--- src/rtl/disp_hex_mux_gen_pkg.sv ---
// Shared constants for the seven-segment display drivers: segment patterns,
// blank/off values and the active-low polarity of the board pins.
package disp_pkg;

    localparam logic AN_ON  = 1'b0;
    localparam logic SEG_ON = 1'b0;
    localparam logic DP_ON  = 1'b0;

    localparam logic [7:0] SSEG_OFF  = 8'hFF;
    localparam logic [6:0] SEG_BLANK = 7'h7F;

    // Active-low {g,f,e,d,c,b,a} patterns for hex digits 0..F
    localparam logic [6:0] SEG_0 = 7'h40;
    localparam logic [6:0] SEG_1 = 7'h79;
    localparam logic [6:0] SEG_2 = 7'h24;
    localparam logic [6:0] SEG_3 = 7'h30;
    localparam logic [6:0] SEG_4 = 7'h19;
    localparam logic [6:0] SEG_5 = 7'h12;
    localparam logic [6:0] SEG_6 = 7'h02;
    localparam logic [6:0] SEG_7 = 7'h78;
    localparam logic [6:0] SEG_8 = 7'h00;
    localparam logic [6:0] SEG_9 = 7'h10;
    localparam logic [6:0] SEG_A = 7'h08;
    localparam logic [6:0] SEG_B = 7'h03;
    localparam logic [6:0] SEG_C = 7'h46;
    localparam logic [6:0] SEG_D = 7'h21;
    localparam logic [6:0] SEG_E = 7'h06;
    localparam logic [6:0] SEG_F = 7'h0E;

endpackage

--- src/rtl/disp_hex_mux_gen_if.sv ---
// Data/load side and pin side of the multiplexed hex display driver.
interface disp_hex_mux_gen_if #(
    parameter int N_DIG = 4
) ();

    logic                 load;
    logic [4*N_DIG-1:0]   hex_in;
    logic [N_DIG-1:0]     dp_in;
    logic                 blank_lz;
    logic [3:0]           bright;
    logic [N_DIG-1:0]     an;
    logic [7:0]           sseg;

    modport master (
        output load, hex_in, dp_in, blank_lz, bright,
        input  an, sseg
    );

    modport slave (
        input  load, hex_in, dp_in, blank_lz, bright,
        output an, sseg
    );

endinterface

--- src/rtl/disp_hex_mux_gen_hex_to_sseg.sv ---
// Combinational hex nibble to active-low seven-segment {g..a} decoder.
module hex_to_sseg
    import disp_pkg::*;
(
    input  logic [3:0] hex,
    output logic [6:0] seg
);

    always_comb begin
        seg = SEG_0;
        case (hex)
            4'h0: seg = SEG_0;
            4'h1: seg = SEG_1;
            4'h2: seg = SEG_2;
            4'h3: seg = SEG_3;
            4'h4: seg = SEG_4;
            4'h5: seg = SEG_5;
            4'h6: seg = SEG_6;
            4'h7: seg = SEG_7;
            4'h8: seg = SEG_8;
            4'h9: seg = SEG_9;
            4'hA: seg = SEG_A;
            4'hB: seg = SEG_B;
            4'hC: seg = SEG_C;
            4'hD: seg = SEG_D;
            4'hE: seg = SEG_E;
            default: seg = SEG_F;
        endcase
    end

endmodule

--- src/rtl/disp_hex_mux_gen.sv ---
// Time-multiplexed N_DIG-digit hex display driver with leading-zero blanking.
// Define DISP_HEX_MUX_PWM_EN to add per-digit PWM brightness control.
module disp_hex_mux_gen
    import disp_pkg::*;
#(
    parameter int N_DIG = 4,
    parameter int CNT_W = 18
) (
    input  logic          clk,
    input  logic          reset_n,
    disp_hex_mux_gen_if.slave bus
);

    localparam int IDX_W = (N_DIG > 1) ? $clog2(N_DIG) : 1;

    logic [CNT_W-1:0]   q;
    logic [IDX_W-1:0]   idx;
    logic [4*N_DIG-1:0] shadow_hex;
    logic [N_DIG-1:0]   shadow_dp;
    logic [3:0]         nib;
    logic [6:0]         seg;
    logic [N_DIG-1:0]   upper_zero;
    logic               blank;
    logic               enable;
    logic [N_DIG-1:0]   an_next, an_r;
    logic [7:0]         sseg_next, sseg_r;

    always_ff @(posedge clk or negedge reset_n) begin
        if (!reset_n) begin
            q   <= '0;
            idx <= '0;
        end else begin
            q <= q + 1'b1;
            if (&q)
                idx <= (idx == IDX_W'(N_DIG - 1)) ? '0 : idx + 1'b1;
        end
    end

    always_ff @(posedge clk or negedge reset_n) begin
        if (!reset_n) begin
            shadow_hex <= '0;
            shadow_dp  <= '0;
        end else if (bus.load) begin
            shadow_hex <= bus.hex_in;
            shadow_dp  <= bus.dp_in;
        end
    end

    assign nib = shadow_hex[{idx, 2'b00} +: 4];

    hex_to_sseg u_dec (
        .hex (nib),
        .seg (seg)
    );

    // upper_zero[k]: every nibble from the top digit down to k is zero
    always_comb begin
        upper_zero = '0;
        upper_zero[N_DIG-1] = (shadow_hex[4*(N_DIG-1) +: 4] == 4'h0);
        for (int k = N_DIG - 2; k >= 0; k--)
            upper_zero[k] = upper_zero[k+1] && (shadow_hex[4*k +: 4] == 4'h0);
    end

    assign blank = bus.blank_lz && (idx != '0) && upper_zero[idx];

`ifdef DISP_HEX_MUX_PWM_EN
    assign enable = (q[CNT_W-1 -: 4] <= bus.bright);
`else
    logic unused_bright;
    assign unused_bright = ^bus.bright;
    assign enable = 1'b1;
`endif

    always_comb begin
        an_next   = {N_DIG{~AN_ON}};
        sseg_next = SSEG_OFF;
        if (enable) begin
            an_next[idx] = AN_ON;
            sseg_next    = {shadow_dp[idx] ? DP_ON : ~DP_ON, blank ? SEG_BLANK : seg};
        end
    end

    always_ff @(posedge clk or negedge reset_n) begin
        if (!reset_n) begin
            an_r   <= {N_DIG{~AN_ON}};
            sseg_r <= SSEG_OFF;
        end else begin
            an_r   <= an_next;
            sseg_r <= sseg_next;
        end
    end

    assign bus.an   = an_r;
    assign bus.sseg = sseg_r;

endmodule

--- src/flat_wrapper.sv ---
// flat-port wrapper written by rule: the top's interface ports become plain ports
module disp_hex_mux_gen_flat import disp_pkg::*;
#(
    parameter int N_DIG = 4,
    parameter int CNT_W = 18
)
  (clk, reset_n, bus_load, bus_hex_in, bus_dp_in, bus_blank_lz, bus_bright, bus_an, bus_sseg);
  disp_hex_mux_gen_if #(.N_DIG(N_DIG)) bus_i ();
  input  logic clk;
  input  logic reset_n;
  input wire logic [$bits(bus_i.load)-1:0] bus_load;
  input wire logic [$bits(bus_i.hex_in)-1:0] bus_hex_in;
  input wire logic [$bits(bus_i.dp_in)-1:0] bus_dp_in;
  input wire logic [$bits(bus_i.blank_lz)-1:0] bus_blank_lz;
  input wire logic [$bits(bus_i.bright)-1:0] bus_bright;
  output wire logic [$bits(bus_i.an)-1:0] bus_an;
  output wire logic [$bits(bus_i.sseg)-1:0] bus_sseg;
  assign bus_i.load = bus_load;
  assign bus_i.hex_in = bus_hex_in;
  assign bus_i.dp_in = bus_dp_in;
  assign bus_i.blank_lz = bus_blank_lz;
  assign bus_i.bright = bus_bright;
  assign bus_an = bus_i.an;
  assign bus_sseg = bus_i.sseg;
  disp_hex_mux_gen #(.N_DIG(N_DIG), .CNT_W(CNT_W)) u_core (.clk(clk), .reset_n(reset_n), .bus(bus_i));
endmodule
--- config.mk ---
export PLATFORM = sky130hd
export DESIGN_NAME = disp_hex_mux_gen_flat
export DESIGN_NICKNAME = d
export VERILOG_FILES = /design/src/rtl/disp_hex_mux_gen_pkg.sv /design/src/rtl/disp_hex_mux_gen_if.sv /design/src/rtl/disp_hex_mux_gen_hex_to_sseg.sv /design/src/rtl/disp_hex_mux_gen.sv /design/src/flat_wrapper.sv
export SDC_FILE = /design/constraint.sdc
export NUM_CORES = 1
export LEC_CHECK = 0
export ABC_CLOCK_PERIOD_IN_PS = 3300
export BUFFER_PORTS_ARGS = -buffer_cell sky130_fd_sc_hd__buf_2
export CAP_MARGIN = 15
export CORE_ASPECT_RATIO = 0.75
export CORE_MARGIN = 4
export CORE_UTILIZATION = 50
export CTS_CLUSTER_SIZE = 8
export DETAILED_ROUTE_END_ITERATION = 10
export PLACE_DENSITY = 0.76
export SLEW_MARGIN = 15
export SYNTH_ARGS = -nofsm -noshare
export SYNTH_HDL_FRONTEND = slang
export SYNTH_SLANG_ARGS = --single-unit
--- constraint.sdc ---
create_clock -name clk -period 3.3 [get_ports clk]
set_input_delay 0.66 -clock clk [delete_from_list [all_inputs] [get_ports clk]]
set_output_delay 0.66 -clock clk [all_outputs]
set_load 0.02 [all_outputs]
# Word-level counts from Yosys, hierarchy flattened
# Memories as Yosys holds them, arrays and structs flattened.
# Index checks and enable logic that the tools add are counted.
[word_totals] rom_bits=112 inputBits=28 output_inout_bits=12 reg_bits=52 mem_count=1 word_cells=35
[mem_list] name="(no name shown)" words=16 word_bits=7 rd=1 rd_clocked_by_memory_dff=0 wr=0 line_no="disp_hex_mux_gen_hex_to_sseg.sv:11" text="case (hex)"
[classes] n_shift=1 n_bitwise=1 add_sub_neg=2 n_reduce_logical=12 n_eq_ne=1 magnitude_cmp=2 mux=9
[op_table] operator="18-bit by 1-bit adder with 18-bit output (second input constant)" n=1
[op_table] operator="18-bit AND reduction" n=1
[op_table] operator="4-bit zero test" n=4
[op_table] operator="16-bit by 5-bit variable part select with 4-bit output" n=1
[op_table] operator="7-bit 2-to-1 mux" n=1
[op_table] operator="1-bit logical AND" n=6
[op_table] operator="1-bit binary-select mux with 2-bit select" n=2
[op_table] operator="1-bit 2-to-1 mux" n=4
[op_table] operator="4-bit NOT" n=1
[op_table] operator="2-bit by 3-bit < comparator with 1-bit output (second input constant)" n=1
[op_table] operator="2-bit by 1-bit adder with 2-bit output (second input constant)" n=1
[op_table] operator="1-bit demux with 2-bit select" n=1
[op_table] operator="2-bit == test (second input constant)" n=1
[op_table] operator="2-bit by 1-bit greater-or-equal comparator with 1-bit output (second input constant)" n=1
[op_table] operator="2-bit 2-to-1 mux" n=1
[op_table] operator="2-bit nonzero test" n=1

# Depth between registers and ports, before layout
# Gate-level depths: netlist of the first run.
[depth] depth_word=8 depth_mapped=7 depth_no_buf=6

# Cells and area by module
# From an unflattened synthesis of the first run, not the netlist that was laid out.
[hier_totals] cells_unflattened=188 hier_area_um2=2493.6
[modules_own_cells] mod="disp_hex_mux_gen" instances=1 seq_area_each_um2=1316.3 cells_each=156 area_per_inst_um2=2218.4
[modules_own_cells] mod="hex_to_sseg" instances=1 seq_area_each_um2=0.0 cells_each=32 area_per_inst_um2=275.3

# Worst setup path after synthesis of the first run
# No wires, ideal clock.
[synth_path] kind="register to register" start="reg u_core.idx[0]" end="reg u_core.sseg_r[4], in the netlist u_core.bus.sseg[4]" stages_incl_launch_ff=7 setup_ps=81 path_buffers=1 slack_ps=1493 required_time_ps=3219 t_arrival_ps=1726 period_less_slack_ps=1807 path_cell_list="dfrtp_1 -> buf_6 -> mux4_2 -> ha_1 -> mux2_4 -> o21ai_1 -> nand2_1"
[synth_via] elab_chain_cells=4 word_cells_on_any_way=8 cone_classes="shift: 1; mux: 3; reduce/logical: 3; memory: 1"
[synth_lines] item="start: declaration" line_no="disp_hex_mux_gen.sv:17" text="logic [IDX_W-1:0] idx;"
[synth_lines] item="start signal: assignment" line_no="disp_hex_mux_gen.sv:35" text="idx <= (idx == IDX_W'(N_DIG - 1)) ? '0 : idx + 1'b1;"
[synth_lines] item="branches (longest 3 deep; another with memory read 16 x 7 bit)"
[synth_lines] item="7-bit 2-to-1 mux (*)" line_no="disp_hex_mux_gen.sv:79" text="sseg_next = {shadow_dp[idx] ? DP_ON : ~DP_ON, blank ? SEG_BLANK : seg};"
[synth_lines] item="named net u_core.sseg_next[4]" line_no="disp_hex_mux_gen.sv:26" text="logic [7:0] sseg_next, sseg_r;"
[synth_lines] item="end signal: assignment" line_no="disp_hex_mux_gen.sv:89" text="sseg_r <= sseg_next;"
[synth_lines] item="end: declaration" line_no="disp_hex_mux_gen.sv:26"
# Mark *: on every way through the listed nets, which the timed path passes. The select of a mux whose other input is x is not followed.
# A chain may end at the register's enable or synchronous reset.

# Worst setup path after layout of the first run
[layout_path] start="reg u_core.idx[0]" end="reg u_core.sseg_r[1], in the netlist u_core.bus.sseg[1]"
# The elaborated chain is that of the path after synthesis.

==> results of run 1 <==
==> worst max-delay path, cell delays in order, from the launching register on <==
cell	delay, ns
dfrtp_1	0.63
mux4_2	0.65
inv_1	0.16
ha_1	0.27
o211ai_1	0.19
nand3_1	0.11
==> through the flow <==
step                      instances  cell area, µm²
after floorplan                 186            2430
after global placement          273            2650
after detailed placement        273            2650
after CTS                       281            2740
after global routing            281            2740
final                           281            2740
==> sequential cells by signal, indices dropped and copies added (netlist names) <==
signal / flops
u_core.bus.sseg: 8
u_core.bus.an: 4
u_core.idx: 2
u_core.shadow_hex: 16
u_core.shadow_dp: 4
u_core.q: 18
==> synth_stat cells (all sizes together) (3+ instances only) <==
| cell type | instances | area [µm²] |
|---|---|---|
| and3 | 3 | 18.8 |
| and4 | 4 | 35.0 |
| buf | 4 | 32.5 |
| dfrtp | 40 | 1000 |
| dfstp | 12 | 315 |
| ha | 11 | 138 |
| inv | 11 | 41.3 |
| mux2 | 23 | 263 |
| mux4 | 6 | 135 |
| nand2 | 8 | 30.0 |
| nand3 | 12 | 60.1 |
| nand4 | 3 | 18.8 |
| nor2 | 4 | 15.0 |
| nor4 | 4 | 25.0 |
| o21ai | 5 | 25.0 |
| xnor2 | 12 | 105 |
| xor2 | 8 | 70.1 |
==> power breakdown <==
part | internal [mW] | switching [mW] | total (mW) | leakage, nW
registers | 0.689 | 0.0280 | 0.717 | 0.625
clock network | 0.171 | 0.196 | 0.367 | 0.0455
logic | 0.0823 | 0.0910 | 0.173 | 0.568
==> worst paths after layout <==
kind,start,endpoint,slack (ns),cells after the start
min in group clk,u_core.q[16]$_DFF_PN0_,u_core.q[16]$_DFF_PN0_,0.47,1
setup / recovery,u_core.idx[0]$_DFFE_PN0P_,u_core.bus.sseg[1]$_DFF_PN1_,1.21,5
setup reg to reg,u_core.idx[0]$_DFFE_PN0P_,u_core.bus.sseg[1]$_DFF_PN1_,1.21,5
max in group asynchronous,reset_n,u_core.bus.an[3]$_DFF_PN1_,2.36,2
hold reg to reg,u_core.q[16]$_DFF_PN0_,u_core.q[16]$_DFF_PN0_,0.47,1
hold / removal,reset_n,u_core.shadow_dp[0]$_DFFE_PN0P_,0.35,1
==> final cells by class <==
class / instances / area share [%]
Sequential cell: 52 / 48.0
Inverter: 11 / 1.51
Timing Repair Buffer: 36 / 6.75
Clock buffer: 8 / 3.29
Tap cell: 57 / 2.60
Multi-Input combinational cell: 117 / 37.8
==> logic make-up (layout without fill, tap and decap cells) <==
family	Yosys count	in the layout
AND/OR/NAND/NOR	43	43
flip-flops	52	52
AO/OA/AOI/OAI	14	14
adder cells (fa/ha/maj)	11	11
XOR/XNOR	20	20
multiplexers	29	29
buffers and inverters	17	55
==> per-layer routing <==
layer / wire (µm) / global-route usage, % / vias to the layer above
met2: 1880 / 23.9 / 43
met5: 0 / 0 / -
met3: 298 / 5.42 / 7
met1: 1980 / 22.5 / 737
met4: 51 / 5.66 / 0
li1: - / - / 726
==> layout by cell type, fill, tap and decap left out, types with 3 or more instances in the layout <==
cell / instances
and4_1: 4
nand4_1: 3
and3_1: 3
dfrtp_1: 40
nor2_1: 4
o21ai_1: 3
xor2_1: 8
nand2_1: 8
mux2_2: 22
xnor2_1: 12
nand3_1: 12
mux4_2: 6
nor4_1: 4
clkbuf_8: 6
inv_1: 11
dfstp_2: 12
ha_1: 11
buf_2: 34
==> flow_metrics.py, run 1 <==
metrics = {
    "finish": {
        "fin_util_pct": 60.0,
        "final_nets": 262,
        "syn_to_final_growth_pct": 12.6,
        "multi_input_area_um2": 1040,
        "layout-drive-gt1-share_pct": 37.1,
        "register_area_um2": 1320,
        "nFillCells": 398,
        "antenna-diode-count": 0,
    },
    "route": {
        "antenna_left": 0,
        "dr.pass1.iters": 4,
        "drt_iter0_markers": 90,
        "vias": 1513,
        "drt_wl_total_um": 4210,
        "vias_per_cell": 5.38,
        "drc_errors": 0,
        "avgRoutedWirePerCell_um": 15.0,
    },
    "power": {
        "vdd_drop_max_v": 0.000286,
        "p_leak_nw": 1.24,
        "p_total_mw": 1.26,
        "powerDensity_nw_per_um2": 459,
    },
    "clocking": {
        "ctsResizeCount": 0,
        "cts.sinks": 52,
        "postCtsSetupRepairBufs": 0,
        "clk_latency_ns": 0.30,
        "htreeDepth": 2,
        "clockBufferDepth": 2,
        "tritoncts": "yes",
        "numCtsBuffers": 5,
        "postCtsHoldBufs": 0,
        "root_buffer": "clkbuf_8",
        "clk_pin_slew_ns": 0.09,
    },
    "synth": {
        "synth_edf_count": 0,
        "syn_avg_cell_area_um2": 13.1,
        "ys_types": 31,
        "synthXorXnorAreaFrac_pct": 7.19,
        "muxShareOfSynthArea_pct": 16.3,
        "synth_top_family_by_area": "multiplexers",
        "syn_area_um2": 2430,
        "synthArstFlopShare_pct": 100,
        "synth_sequential_area_ratio_pct": 54.1,
        "ys_seq_elements": 52,
        "synth.net_count": 225,
        "yosys.area_share.simple_pct": 9.71,
        "synthAdderAreaFrac_pct": 5.65,
        "yosysWarnings": 0,
        "synthCells": 186,
        "synthFlopType": "dfrtp_1",
        "synth-compound-area-share_pct": 3.70,
    },
    "die": {
        "die_area_um2": 6060,
        "start_util_pct": 53.3,
        "io_pins": 40,
        "core_area_um2": 4570,
        "die_x_um": 88.6,
        "fp-row-count": 21,
        "die_y_um": 68.4,
    },
    "worst_setup_path": {
        "required_ns": 3.52,
        "crit_fanout": 10,
        "start_kind": "flip-flop",
        "path_class": "flip-flop to flip-flop",
        "end_kind": "flip-flop",
        "cp.arrival_ns": 2.31,
    },
    "global_route": {
        "grt_pass1_wl_um": 7390,
        "antenna_found_initial": 0,
        "grt_usage_pct": 16.2,
        "grt_max_degree": 49,
        "grt_pass1_vias": 1537,
        "grt-ovfl-total": 0,
    },
    "place": {
        "io_buffers": 35,
        "detailedPlace.worstSlack_ns": 1.21,
        "globalplace.congestion": 0.793,
        "dp_hpwl_um": 3060,
    },
    "timing": {
        "slew_viol_final": 0,
        "whs_ns": 0.351,
        "rsz0062_at_grt": "false",
        "fin_crit_sh_pct": 63.3,
        "setup_viol": 0,
        "setup_slack_ns": 1.21,
        "max_freq_mhz": 479,
        "skew_ns": 0.00573,
        "hold_viol_final": 0,
        "worst_pin_slew_ns": 0.583,
        "min_period_ns": 2.09,
        "slew_headroom_pct": 61.2,
        "fin_setup_tns_ns": 0,
    },
    "job": {
        "cap_violations": 0,
    },
    "run_status": {
        "status": "finished clean",
    },
    "worst_hold_path": {
        "hp-class": "input port to asynchronous set/reset pin",
    },
}
Power figures use the tool's default switching activity.
==> run 2: changes to the inputs <==
- ABC_AREA: unset -> 1
- ABC_CLOCK_PERIOD_IN_PS: 3300 -> 2100
- clock period: 3.3 -> 2.1 ns (I/O delays scaled with it)
==> run 2 against run 1 <==
Against the previous run:
- sequential share of layout area decreased by 4.2 points
- via count up 26%
- register-to-register slack got worse by 0.85 ns
- wire length increased by 11%
- total power grew 63%
- critical path type unchanged
- critical endpoint is now u_core.bus.sseg[6]$_DFF_PN1_
- highest routed layer unchanged
==> flow_metrics.py, run 2 <==
metrics = {
    "synth": {
        "syn_avg_cell_area_um2": 9.11,
        "synthArstFlopShare_pct": 100,
        "yosysTopAreaCell": "dfrtp_1",
        "synth_sequential_area_ratio_pct": 50.0,
        "synthCells": 289,
        "synthFlopType": "dfrtp_1",
        "synth_commonest_cells": "nand2_1 (86), dfrtp_1 (40), nand3_1 (28), nor2_1 (26), inv_1 (21)",
        "ys_seq_elements": 52,
        "ys_top_cells_by_area": "dfrtp_1 (38%), nand2_1 (12%), dfstp_2 (12%)",
        "synth.net_count": 328,
        "yosysWarnings": 0,
        "syn_area_um2": 2630,
        "netlist.area_leader.share_pct": 38.0,
        "synth_edf_count": 0,
        "synth.most_common_cell": "nand2_1",
        "ys_types": 25,
    },
    "die": {
        "core_area_um2": 4980,
        "io_pins": 40,
        "die_area_um2": 6500,
        "start_util_pct": 52.9,
        "fp-row-count": 22,
        "die_y_um": 70.9,
        "die_x_um": 91.8,
    },
    "worst_setup_path": {
        "cp.arrival_ns": 1.96,
        "start_kind": "flip-flop",
        "end_kind": "flip-flop",
        "path_class": "flip-flop to flip-flop",
        "required_ns": 2.33,
        "crit_fanout": 10,
    },
    "global_route": {
        "grt_pass1_vias": 1815,
        "grt_pass1_wl_um": 8340,
        "antenna_found_initial": 0,
        "grt_usage_pct": 15.8,
        "grt_max_degree": 34,
        "grt-ovfl-total": 0,
    },
    "timing": {
        "slew_headroom_pct": 68.5,
        "rsz0062_at_grt": "false",
        "max_freq_mhz": 577,
        "worst_pin_slew_ns": 0.473,
        "hold_viol_final": 0,
        "slew_viol_final": 0,
        "whs_ns": 0.0639,
        "fin_setup_tns_ns": 0,
        "fin_crit_sh_pct": 82.5,
        "setup_slack_ns": 0.367,
        "setup_viol": 0,
        "min_period_ns": 1.73,
        "skew_ns": 0.0111,
    },
    "clocking": {
        "postCtsHoldBufs": 0,
        "ctsResizeCount": 0,
        "htreeDepth": 2,
        "cts.sinks": 52,
        "tritoncts": "yes",
        "clk_pin_slew_ns": 0.09,
        "clk_latency_ns": 0.30,
        "numCtsBuffers": 5,
        "root_buffer": "clkbuf_8",
        "postCtsSetupRepairBufs": 0,
        "clockBufferDepth": 2,
    },
    "place": {
        "dp_hpwl_um": 3600,
        "io_buffers": 35,
        "detailedPlace.worstSlack_ns": 0.413,
        "place_area_um2": 2890,
        "globalplace.congestion": 0.890,
    },
    "route": {
        "drt_wl_total_um": 4690,
        "dr.pass1.iters": 4,
        "vias": 1901,
        "antenna_left": 0,
        "drc_errors": 0,
        "drt_iter0_markers": 94,
        "vias_per_cell": 4.74,
        "avgRoutedWirePerCell_um": 11.7,
    },
    "power": {
        "p_leak_nw": 1.49,
        "vdd_drop_max_v": 0.000359,
        "p_total_mw": 2.05,
        "powerDensity_nw_per_um2": 684,
    },
    "worst_hold_path": {
        "hp-class": "input port to asynchronous set/reset pin",
    },
    "finish": {
        "antenna-diode-count": 0,
        "largest_register_ff_count": 18,
        "syn_to_final_growth_pct": 14.0,
        "final_common_cell": "nand2_1",
        "design_area_um2": 3000,
        "final_nets": 367,
        "regMostFlops": "u_core.q",
        "final_cell_mix": "nand2_1 (86), dfrtp_1 (40), buf_2 (35), nand3_1 (28), nor2_1 (26)",
        "layout-drive-gt1-share_pct": 26.7,
    },
    "job": {
        "cap_violations": 0,
    },
    "run_status": {
        "status": "finished clean",
    },
}
run 2: worst paths after layout:
| path | from | end | slack (ns) | cells after the start |
|---|---|---|---|---|
| max in group asynchronous | reset_n | u_core.bus.sseg[0]$_DFF_PN1_ | 1.45 | 2 |
| setup reg to reg | u_core.idx[1]$_DFFE_PN0P_ | u_core.bus.sseg[6]$_DFF_PN1_ | 0.37 | 9 |
| min in group clk | bus_hex_in[4] | u_core.shadow_hex[4]$_DFFE_PN0P_ | 0.32 | 3 |
| hold reg to reg | u_core.q[17]$_DFF_PN0_ | u_core.q[17]$_DFF_PN0_ | 0.47 | 1 |
| setup / recovery | u_core.idx[1]$_DFFE_PN0P_ | u_core.bus.sseg[6]$_DFF_PN1_ | 0.37 | 9 |
| hold / removal | reset_n | u_core.shadow_hex[5]$_DFFE_PN0P_ | 0.06 | 1 |
run 2: area by class of cell:
type / count / area, µm²
clock buffer: 5 / 68.8
clock inverter: 3 / 42.5
fill: 435 / 1980
inverter: 24 / 92.6
multi-input combinational: 207 / 1180
sequential: 52 / 1320
tap: 72 / 90.1
timing repair buffer: 38 / 210
run 2: cells by family (layout without fill, tap and decap cells):
group	Yosys count	count (layout)	share of synthesized area, %
AND/OR/NAND/NOR	154	154	26.3
flip-flops	52	52	50.0
buffers and inverters	30	70	5.18
XOR/XNOR	16	16	5.32
AO/OA/AOI/OAI	14	14	2.90
multiplexers	12	12	5.13
adder cells (fa/ha/maj)	11	11	5.23
run 2: per-layer routing:
layer / track usage [%] / part of all wire [%] / vias to the layer above
li1: - / - / 981
met1: 23.7 / 53 / 874
met2: 23.1 / 41 / 39
met3: 3.61 / 4.8 / 7
met4: 3.95 / 1.3 / 0
met5: 0 / 0 / -
run 2: metrics by stage:
step | instances | utilization, %
after floorplan | 289 | -
after global placement | 393 | 58.0
after detailed placement | 393 | 58.0
after CTS | 401 | 60.2
after global routing | 401 | 60.2
final | 401 | 60.2
run 2: where the power goes:
part / total (mW) / switching (mW) / leakage, nW / internal [mW]
sequential: 1.11 / 0.0296 / 0.628 / 1.08
combinational: 0.277 / 0.169 / 0.813 / 0.108
clock: 0.669 / 0.316 / 0.0541 / 0.353
run 2: critical path: stages (launching register included):
cell     delay (ns)
dfrtp_1        0.50
inv_4          0.18
nand3_1        0.09
nand2_1        0.21
inv_1          0.12
ha_1           0.23
nand3_1        0.13
nand2_1        0.08
nand2_1        0.05
o21ai_0        0.07
==> run 3: changes to the inputs <==
- ABC_AREA: 1 -> 0
- ABC_CLOCK_PERIOD_IN_PS: 2100 -> 1800
- clock period: 2.1 -> 1.8 ns (I/O delays scaled with it)
==> run 3 against run 2 <==
Against the previous run:
- the flow now finishes with violations (negative setup slack)
- core utilization grew 7.2 points
- combinational power grew 50%
- total power grew 27%
- worst setup slack lost 0.38 ns
- clock-buffer cell count grew 2
- via count shrank 12%
- die area shrank 6.8%
- global-route usage grew 2.0 points
==> flow_metrics.py, run 3 (same netlist as run 1, synthesis figures left out) <==
metrics = {
    "power": {
        "power.switching_uw": 651,
        "pwr-share-clk_pct": 33.6,
        "p_leak_nw": 1.38,
        "power_frac_comb_pct": 15.9,
        "intPower_mw": 1.96,
        "swShare_pct": 24.9,
        "seq_power_share_pct": 50.5,
        "vdd_drop_max_v": 0.000581,
        "powerDensity_nw_per_um2": 847,
    },
    "timing": {
        "hold_viol_final": 0,
        "fin_crit_sh_pct": 101,
        "rsz0062_at_grt": "true",
        "worst_pin_slew_ns": 0.479,
        "slew_headroom_pct": 67.9,
        "fin_setup_tns_ns": -0.00977,
        "skew_ns": 0.0116,
        "min_period_ns": 1.81,
        "max_freq_mhz": 553,
        "slew_viol_final": 0,
        "setup_slack_ns": -0.00977,
        "setup_viol": 1,
        "whs_ns": 0.0170,
    },
    "place": {
        "detailedPlace.worstSlack_ns": -0.0149,
        "place_area_um2": 2780,
        "io_buffers": 35,
        "globalplace.congestion": 0.876,
        "dp_hpwl_um": 3270,
        "dpl.cell_count": 289,
    },
    "worst_setup_path": {
        "end_kind": "flip-flop",
        "start_kind": "flip-flop",
        "cp.arrival_ns": 2.07,
        "required_ns": 2.06,
        "crit_fanout": 5,
        "path_class": "flip-flop to flip-flop",
    },
    "route": {
        "vias_per_cell": 5.52,
        "vias": 1673,
        "drc_errors": 0,
        "avgRoutedWirePerCell_um": 16.8,
        "met2_wirelength_um": 2150,
        "drt_wl_total_um": 5090,
        "dr.pass1.iters": 4,
        "routed.top_layer": "met4",
        "wl_met3_um": 364,
        "met1_length_um": 2490,
        "antenna_left": 0,
        "drt_iter0_markers": 103,
    },
    "job": {
        "cap_violations": 0,
    },
    "finish": {
        "largest_register_ff_count": 18,
        "final_common_cell": "dfrtp_1",
        "final_cell_mix": "dfrtp_1 (38), buf_2 (35), mux2_2 (22), buf_4 (17)",
        "syn_to_final_growth_pct": 26.6,
        "regMostFlops": "u_core.q",
        "antenna-diode-count": 0,
        "layout-drive-gt1-share_pct": 50.4,
        "design_area_um2": 3080,
        "stdcell_count": 303,
        "final_nets": 284,
    },
    "clocking": {
        "cts.sinks": 52,
        "root_buffer": "clkbuf_8",
        "clk_latency_ns": 0.32,
        "clockBufferDepth": 2,
        "clk_pin_slew_ns": 0.10,
        "numCtsBuffers": 5,
        "htreeDepth": 2,
        "tritoncts": "yes",
    },
    "die": {
        "fp-row-count": 21,
        "die_area_um2": 6060,
        "die_x_um": 88.6,
        "start_util_pct": 53.3,
        "io_pins": 40,
        "core_area_um2": 4570,
        "die_y_um": 68.4,
    },
    "global_route": {
        "antenna_found_initial": 0,
        "grt_max_degree": 53,
        "grt_pass1_vias": 1647,
        "grt_pass1_wl_um": 7940,
        "grt_usage_pct": 17.8,
        "grt-ovfl-total": 0,
    },
    "run_status": {
        "violations": "negative setup slack",
        "status": "complete, but fails checks",
    },
    "worst_hold_path": {
        "hp-class": "input port to asynchronous set/reset pin",
    },
}
==> run 3: through the flow <==
stage                     power (mW)  util, %
after floorplan                 1.55        -
after global placement          1.68     60.9
after detailed placement        1.69     60.9
after CTS                       2.57     64.3
after global routing            2.71     67.4
final                           2.61     67.4
==> run 3: power by group through the flow <==
| stage | logic [mW] | registers, mW | clock network [mW] |
|---|---|---|---|
| 5_1_grt | 0.453 | 1.33 | 0.932 |
| 2_1_floorplan | 0.181 | 1.36 | 0 |
| 3_5_place_dp | 0.360 | 1.33 | 0 |
| 6_report | 0.415 | 1.32 | 0.878 |
| 4_1_cts | 0.366 | 1.32 | 0.890 |
| 3_3_place_gp | 0.352 | 1.33 | 0 |
==> run 3: critical path, cell delays in order, from the launching register on <==
cell,delay (ns)
dfrtp_2,0.42
mux4_2,0.61
inv_2,0.15
ha_1,0.16
nand2b_1,0.07
and3_1,0.21
o21ai_2,0.12
==> run 3: path summary, 6_finish.rpt <==
kind | start | end | slack (ns) | cells after the start
worst min-delay path | reset_n | u_core.idx[1]$_DFFE_PN0P_ | 0.02 | 2
max in group asynchronous | reset_n | u_core.bus.an[3]$_DFF_PN1_ | 1.51 | 2
min in group clk | bus_hex_in[8] | u_core.shadow_hex[8]$_DFFE_PN0P_ | 0.27 | 2
worst min register to register | u_core.q[17]$_DFF_PN0_ | u_core.q[17]$_DFF_PN0_ | 0.47 | 1
worst max-delay path | u_core.idx[0]$_DFFE_PN0P_ | u_core.bus.sseg[3]$_DFF_PN1_ | -0.01 | 6
worst max register to register | u_core.idx[0]$_DFFE_PN0P_ | u_core.bus.sseg[3]$_DFF_PN1_ | -0.01 | 6
==> run 3: metal layers <==
layer | global-route usage (%) | vias up
li1 | - | 781
met1 | 25.9 | 827
met2 | 25.2 | 55
met3 | 6.02 | 10
met4 | 5.28 | 0
met5 | 0 | -
==> run 3: repair_timing <==
action / in CTS / in global routing
hold buffers: 0 / 0
pin swaps: 1 / 10
endpoints found under the hold margin: 0 / 0
gates cloned: 1 / 0
gates resized for setup: 2 / 25
setup endpoints to repair: 3 / 8
setup buffers: 0 / 5
==> run 3: area by class of cell <==
cell class / instances / area [µm²]
clock buffers: 7 / 96.3
multi-input cells: 118 / 1150
fillers: 339 / 1490
well taps: 57 / 71.3
clock inverters: 1 / 30.0
repair buffers: 57 / 368
inverters: 11 / 47.5
flip-flops and latches: 52 / 1320
